===== src/rtl/if_else_select_pipe_pkg.sv =====
// Shared constants and helpers for the if/else select pipeline.
// sat_inc is width-agnostic: callers widen to 64 bits and cast the result back.
package if_else_pkg;

  localparam int COND_BIT    = 0;
  localparam int COND_THRESH = 1;

  function automatic logic [63:0] sat_inc(input logic [63:0] cnt, input logic [63:0] max_val);
    return (cnt >= max_val) ? cnt : cnt + 64'd1;
  endfunction

endpackage


===== src/rtl/if_else_select_pipe_lane.sv =====
// One channel: IF/ELSE arithmetic, branch select, and the per-channel data stages.
// Stage valids live in the top; this lane only follows the shared advance strobe.
module if_else_lane
  import if_else_pkg::*;
#(
  parameter int W          = 32,
  parameter int PIPE_DEPTH = 2
) (
  input  logic         clk,
  input  logic         reset,
  input  logic         advance_i,
  input  logic         cond_i,
  input  logic [W-1:0] opnd_i,
  input  logic [W-1:0] if_opnd_i,
  input  logic [W-1:0] else_opnd_i,
  output logic [W-1:0] seg_o,
  output logic         sel_o
);

  logic [W-1:0] if_res;
  logic [W-1:0] else_res;
  logic [W-1:0] seg_d;
  logic [W-1:0] data_q [PIPE_DEPTH];
  logic         sel_q  [PIPE_DEPTH];

  assign if_res   = if_opnd_i + opnd_i;
  assign else_res = else_opnd_i - opnd_i;
  assign seg_d    = cond_i ? if_res : else_res;

  // Bubbles load whatever is on the inputs; the valid chain in the top masks them.
  always_ff @(posedge clk) begin
    if (reset) begin
      for (int i = 0; i < PIPE_DEPTH; i++) begin
        data_q[i] <= '0;
        sel_q[i]  <= 1'b0;
      end
    end else if (advance_i) begin
      data_q[0] <= seg_d;
      sel_q[0]  <= cond_i;
      for (int i = 1; i < PIPE_DEPTH; i++) begin
        data_q[i] <= data_q[i-1];
        sel_q[i]  <= sel_q[i-1];
      end
    end
  end

  assign seg_o = data_q[PIPE_DEPTH-1];
  assign sel_o = sel_q[PIPE_DEPTH-1];

endmodule


===== src/rtl/if_else_select_pipe.sv =====
// N-channel if/else select pipeline with valid/ready handshake and global stall.
// Owns the valid shift chain, the handshake and the saturating IF-taken counters.
module if_else_select_pipe
  import if_else_pkg::*;
#(
  parameter int             W          = 32,
  parameter int             N          = 8,
  parameter int             PIPE_DEPTH = 2,
  parameter int             COND_MODE  = COND_BIT,
  parameter logic [W-1:0]   THRESH     = '0,
  parameter int             CNT_W      = 16
) (
  input  logic               clk,
  input  logic               reset,
  input  logic               in_valid,
  output logic               in_ready,
  input  logic [W-1:0]       input_bit,
  input  logic [N*W-1:0]     array_ref_wire,
  input  logic [N*W-1:0]     array_ref_m_wire,
  output logic               out_valid,
  input  logic               out_ready,
  output logic [N*W-1:0]     segment_combine,
  output logic [N-1:0]       segment_sel,
  output logic [N*CNT_W-1:0] if_count,
  input  logic               clr_count
);

  if (PIPE_DEPTH < 1) begin : g_bad_depth
    $error("if_else_select_pipe: PIPE_DEPTH must be >= 1");
  end
  if (COND_MODE != COND_BIT && COND_MODE != COND_THRESH) begin : g_bad_mode
    $error("if_else_select_pipe: COND_MODE must be 0 or 1");
  end
  if (COND_MODE == COND_BIT && N > W) begin : g_bad_width
    $error("if_else_select_pipe: per-bit condition needs N <= W");
  end
  if (CNT_W < 1 || CNT_W > 64) begin : g_bad_cnt
    $error("if_else_select_pipe: CNT_W must be in 1..64");
  end

  localparam logic [63:0] CNT_MAX = (CNT_W >= 64) ? {64{1'b1}} : ((64'd1 << CNT_W) - 64'd1);

  logic         advance;
  logic         xfer;
  logic [N-1:0] cond;
  logic         valid_q [PIPE_DEPTH];

  assign out_valid = valid_q[PIPE_DEPTH-1];
  assign advance   = !out_valid || out_ready;
  assign in_ready  = advance;
  assign xfer      = out_valid && out_ready;

  always_ff @(posedge clk) begin
    if (reset) begin
      for (int i = 0; i < PIPE_DEPTH; i++) begin
        valid_q[i] <= 1'b0;
      end
    end else if (advance) begin
      valid_q[0] <= in_valid;
      for (int i = 1; i < PIPE_DEPTH; i++) begin
        valid_q[i] <= valid_q[i-1];
      end
    end
  end

  genvar gi;

  if (COND_MODE == COND_THRESH) begin : g_cond_thresh
    logic thresh_hit;
    assign thresh_hit = (input_bit >= THRESH);
    assign cond       = {N{thresh_hit}};
  end else begin : g_cond_bit
    for (gi = 0; gi < N; gi++) begin : g_bit
      if (gi < W) begin : g_in_range
        assign cond[gi] = input_bit[gi];
      end else begin : g_out_range
        assign cond[gi] = 1'b0;
      end
    end
  end

  for (gi = 0; gi < N; gi++) begin : g_lane
    if_else_lane #(
      .W          (W),
      .PIPE_DEPTH (PIPE_DEPTH)
    ) u_lane (
      .clk         (clk),
      .reset       (reset),
      .advance_i   (advance),
      .cond_i      (cond[gi]),
      .opnd_i      (input_bit),
      .if_opnd_i   (array_ref_wire[gi*W +: W]),
      .else_opnd_i (array_ref_m_wire[gi*W +: W]),
      .seg_o       (segment_combine[gi*W +: W]),
      .sel_o       (segment_sel[gi])
    );
  end

  // Counting happens on the output transfer, so stalled beats are counted once.
  for (gi = 0; gi < N; gi++) begin : g_cnt
    logic [CNT_W-1:0] cnt_q;
    logic [CNT_W-1:0] cnt_d;

    always_comb begin
      cnt_d = cnt_q;
      if (clr_count) begin
        cnt_d = '0;
      end else if (xfer && segment_sel[gi]) begin
        cnt_d = CNT_W'(sat_inc(64'(cnt_q), CNT_MAX));
      end
    end

    always_ff @(posedge clk) begin
      if (reset) begin
        cnt_q <= '0;
      end else begin
        cnt_q <= cnt_d;
      end
    end

    assign if_count[gi*CNT_W +: CNT_W] = cnt_q;
  end

endmodule


===== config.mk =====
export PLATFORM = sky130hd
export DESIGN_NAME = if_else_select_pipe
export DESIGN_NICKNAME = d
export VERILOG_FILES = /design/src/rtl/if_else_select_pipe_pkg.sv /design/src/rtl/if_else_select_pipe_lane.sv /design/src/rtl/if_else_select_pipe.sv
export SDC_FILE = /design/constraint.sdc
export NUM_CORES = 2
export LEC_CHECK = 0
export CAP_MARGIN = 40
export CORE_AREA = 2 2 363 365
export CTS_CLUSTER_DIAMETER = 60
export DETAILED_ROUTE_END_ITERATION = 8
export DIE_AREA = 0 0 365 367
export RECOVER_POWER = 25
export SETUP_SLACK_MARGIN = 0.5
export SLEW_MARGIN = 20
export SYNTH_ARGS = -nofsm -noshare
export SYNTH_HDL_FRONTEND = slang
export SYNTH_SLANG_ARGS = --single-unit

===== constraint.sdc =====
create_clock -name clk -period 11.6 [get_ports clk]
set_input_delay 1.74 -clock clk [delete_from_list [all_inputs] [get_ports clk]]
set_output_delay 1.74 -clock clk [all_outputs]
set_load 0.05 [all_outputs]

==> out/metrics.cfg <==
[run_status]
status=finished, violations left
violations=capacitance limit, slew limit

[timing]
min_period_ns=7.00
setup_viol=0
maxSlewViolCount=301
grt_setup_unrepaired=false
final_hold_viol_count=0
tns_ns=0
timing.final.ws_setup_ns=4.60
timing.slew.headroom=-1.23
final.setup_skew_ns=0.0309
min_period_over_period=0.603
worst_pin_slew_ns=3.34
max_freq_mhz=143

[setup_path]
max_stage_delay_ns=1.71
startpoint_type=input pin
worstPathArrival_ns=7.41
path_cells=dlygate4sd3_1 -> nand2b_1 -> nand2b_4 -> clkbuf_1 -> clkbuf_1 -> buf_4 -> buf_16 -> or3_1 -> mux2_2 -> o31ai_1
crit_buf_inv=5
cp_max_fo=51
cpMostUsedCell=clkbuf_1
worst_ep_required_time_ns=12.02
cp-end-kind=flip-flop
cpMaxStageDelayCell=clkbuf_1
crit_type=input pin to flip-flop
critPathTopFamily=buffers and inverters
r2r.worst_path.cells=9
crit_cells=10

[floorplanning]
start_util=0.405
row_count=133
die-area_mm2=0.134
die_y_um=367
pin_count=943
core_mm2=0.130
fp.dieW_um=365

[global_routing]
grt_max_degree=186
gr-total-overflow=0
grt_pass1_wl_um=329000
track_usage=0.344
grt_pass1_vias=45900
antenna_found_initial=89

[synthesis]
syn-num-nets=6865
synth_seq_area_share=0.349
synth_top_flop_cell=edfxtp_1
syn_inst=5798
synth-async-reset-ratio=0
synth.distinct_cells=88
synth-seq-cells=658
synth-edff-count=530
syn_area_per_cell_um2=9.12
yosys_warnings=0
syn_area_mm2=0.0529

[drt]
vias=49000
drt_first_pass_iters=6
routed_wl_um=238000
drc_errors=0
avgRoutedWirePerCell_um=28.5
vias_per_cell=5.87
drt_iter0_drc=4753
ant_nets=0

[pwr]
p_leak_nw=27.1
vdd_ir_drop_max_mv=0.101
power_density_mw_per_mm2=131

[min_path]
hold_class=flip-flop to flip-flop
hold_path_depth=2

[layout]
regArea_mm2=0.0185
multi_input_area_mm2=0.0313
final_cell_mix=clkdlybuf4s50_1, nor2_1, edfxtp_1, a21oi_1, ha_1
layout_commonest_cell=clkdlybuf4s50_1
syn_to_final_growth_pct=24.1
final_core_util=0.503
drive_above_1_share=0.0476
final_nets=7550
fin_area_mm2=0.0657
fill_cells=12300
instances_no_fill=8351

[placement]
dpl_cell_area_mm2=0.0626
gp_congestion=1.01
dp_cells=8146
port_buffers=942
place_ws_ns=5.60
dp.final_hpwl_um=185000

[clocking]
clockRootBuffer=clkbuf_16
cts_hold_buf=0
cts_resized=0
htreeDepth=3
clk_latency_ns=0.70
clk_pin_slew_ns=0.06
clockBufferDepth=3
cts_tree=built
cts-buffers-inserted=89
cts_setup_buffers=0
clock-sinks=658

[run]
drv_cap=7

-- routing by layer --
metal,GRT usage,part of all wire,vias up
met5,0,0.0015,-
met4,0.183,0.055,52
met1,0.444,0.41,23600
li1,-,-,22500
met2,0.522,0.44,2463
met3,0.0915,0.10,449
-- cell type report --
| cell class | instances | area share |
|---|---|---|
| multi-input combinational | 4558 | 0.476 |
| sequential | 658 | 0.281 |
| timing repair buffer | 1020 | 0.153 |
| clock buffer | 107 | 0.0357 |
| tap | 1755 | 0.0334 |
| clock inverter | 57 | 0.0101 |
| inverter | 156 | 0.00892 |
| antenna | 40 | 0.00152 |
-- synth_stat cells (24+ instances only) --
cell      instances  area, um2
xnor2_1         292       2560
or2_2            29        181
and2_1          295       1850
nand2_1         357       1340
o22ai_1          52        325
and4_1           24        210
o31ai_1          29        218
nor2b_1          64        400
or3_1            49        307
nand2b_1         73        457
inv_1           153        574
o21a_1           80        601
buf_4           264       1980
a211oi_1         84        631
nand4_1          75        469
clkbuf_1        141        529
and3_1           61        382
nor3_1           79        395
nor2_1          546       2050
mux2i_1          41        410
a21oi_1         527       2640
a21o_1          253       1900
o21bai_1         59        443
o21ai_0         249       1250
ha_1            502       6280
xor2_1          219       1920
dfxtp_1         128       2560
a31oi_1          56        350
edfxtp_1        530      15900
o211ai_1         27        203
nand3_1         141        706
-- logic make-up (layout without fill, tap and decap cells) --
logic type      after synthesis  after routing  synth area share
other cells                   0             40                 0
mux                          50             50           0.00967
flops                       658            658             0.349
xor+xnor                    511            511            0.0846
buf+inv                     582           1340            0.0601
fa+ha+maj                   518            518             0.125
compound gates             1644           1644             0.200
simple gates               1835           1835             0.171
-- power breakdown --
part	internal, mW	switching (mW)
logic	1.08	1.75
clock network	1.67	1.18
registers	2.82	0.0856
total	5.57	3.01
-- worst paths after layout --
kind                                   startpoint                              to  slack (ns)
worst min register to register  g_cnt[6].cnt_q[9]               g_cnt[6].cnt_q[9]        0.51
worst max-delay path                    out_ready  g_lane[7].u_lane.data_q[0][30]        4.60
worst max register to register      valid_q[0][1]  g_lane[7].u_lane.data_q[0][30]        5.90
worst min-delay path            g_cnt[6].cnt_q[9]               g_cnt[6].cnt_q[9]        0.51
-- sequential cells by signal, summed over array words and instances (netlist names) --
register,count
valid_q,2
g_lane.u_lane.data_q,512
g_lane.u_lane.sel_q,16
g_cnt.cnt_q,128
-- through the flow --
| step | hold slack [ns] | total power [mW] |
|---|---|---|
| final | 0.509 | 8.58 |
| after global routing | 0.528 | 8.91 |
| after CTS | 0.508 | 8.58 |
| after detailed placement | 0.496 | 5.72 |
| after global placement | 0.483 | 5.72 |
| after floorplan | 0.497 | 4.81 |
-- worst min-delay path, cell delays in order, from the launching register on --
cell     delay, ns
dfxtp_1       0.33
o21ai_0       0.07
a21oi_1       0.06
Note: power is estimated with default switching activity, not from simulation.
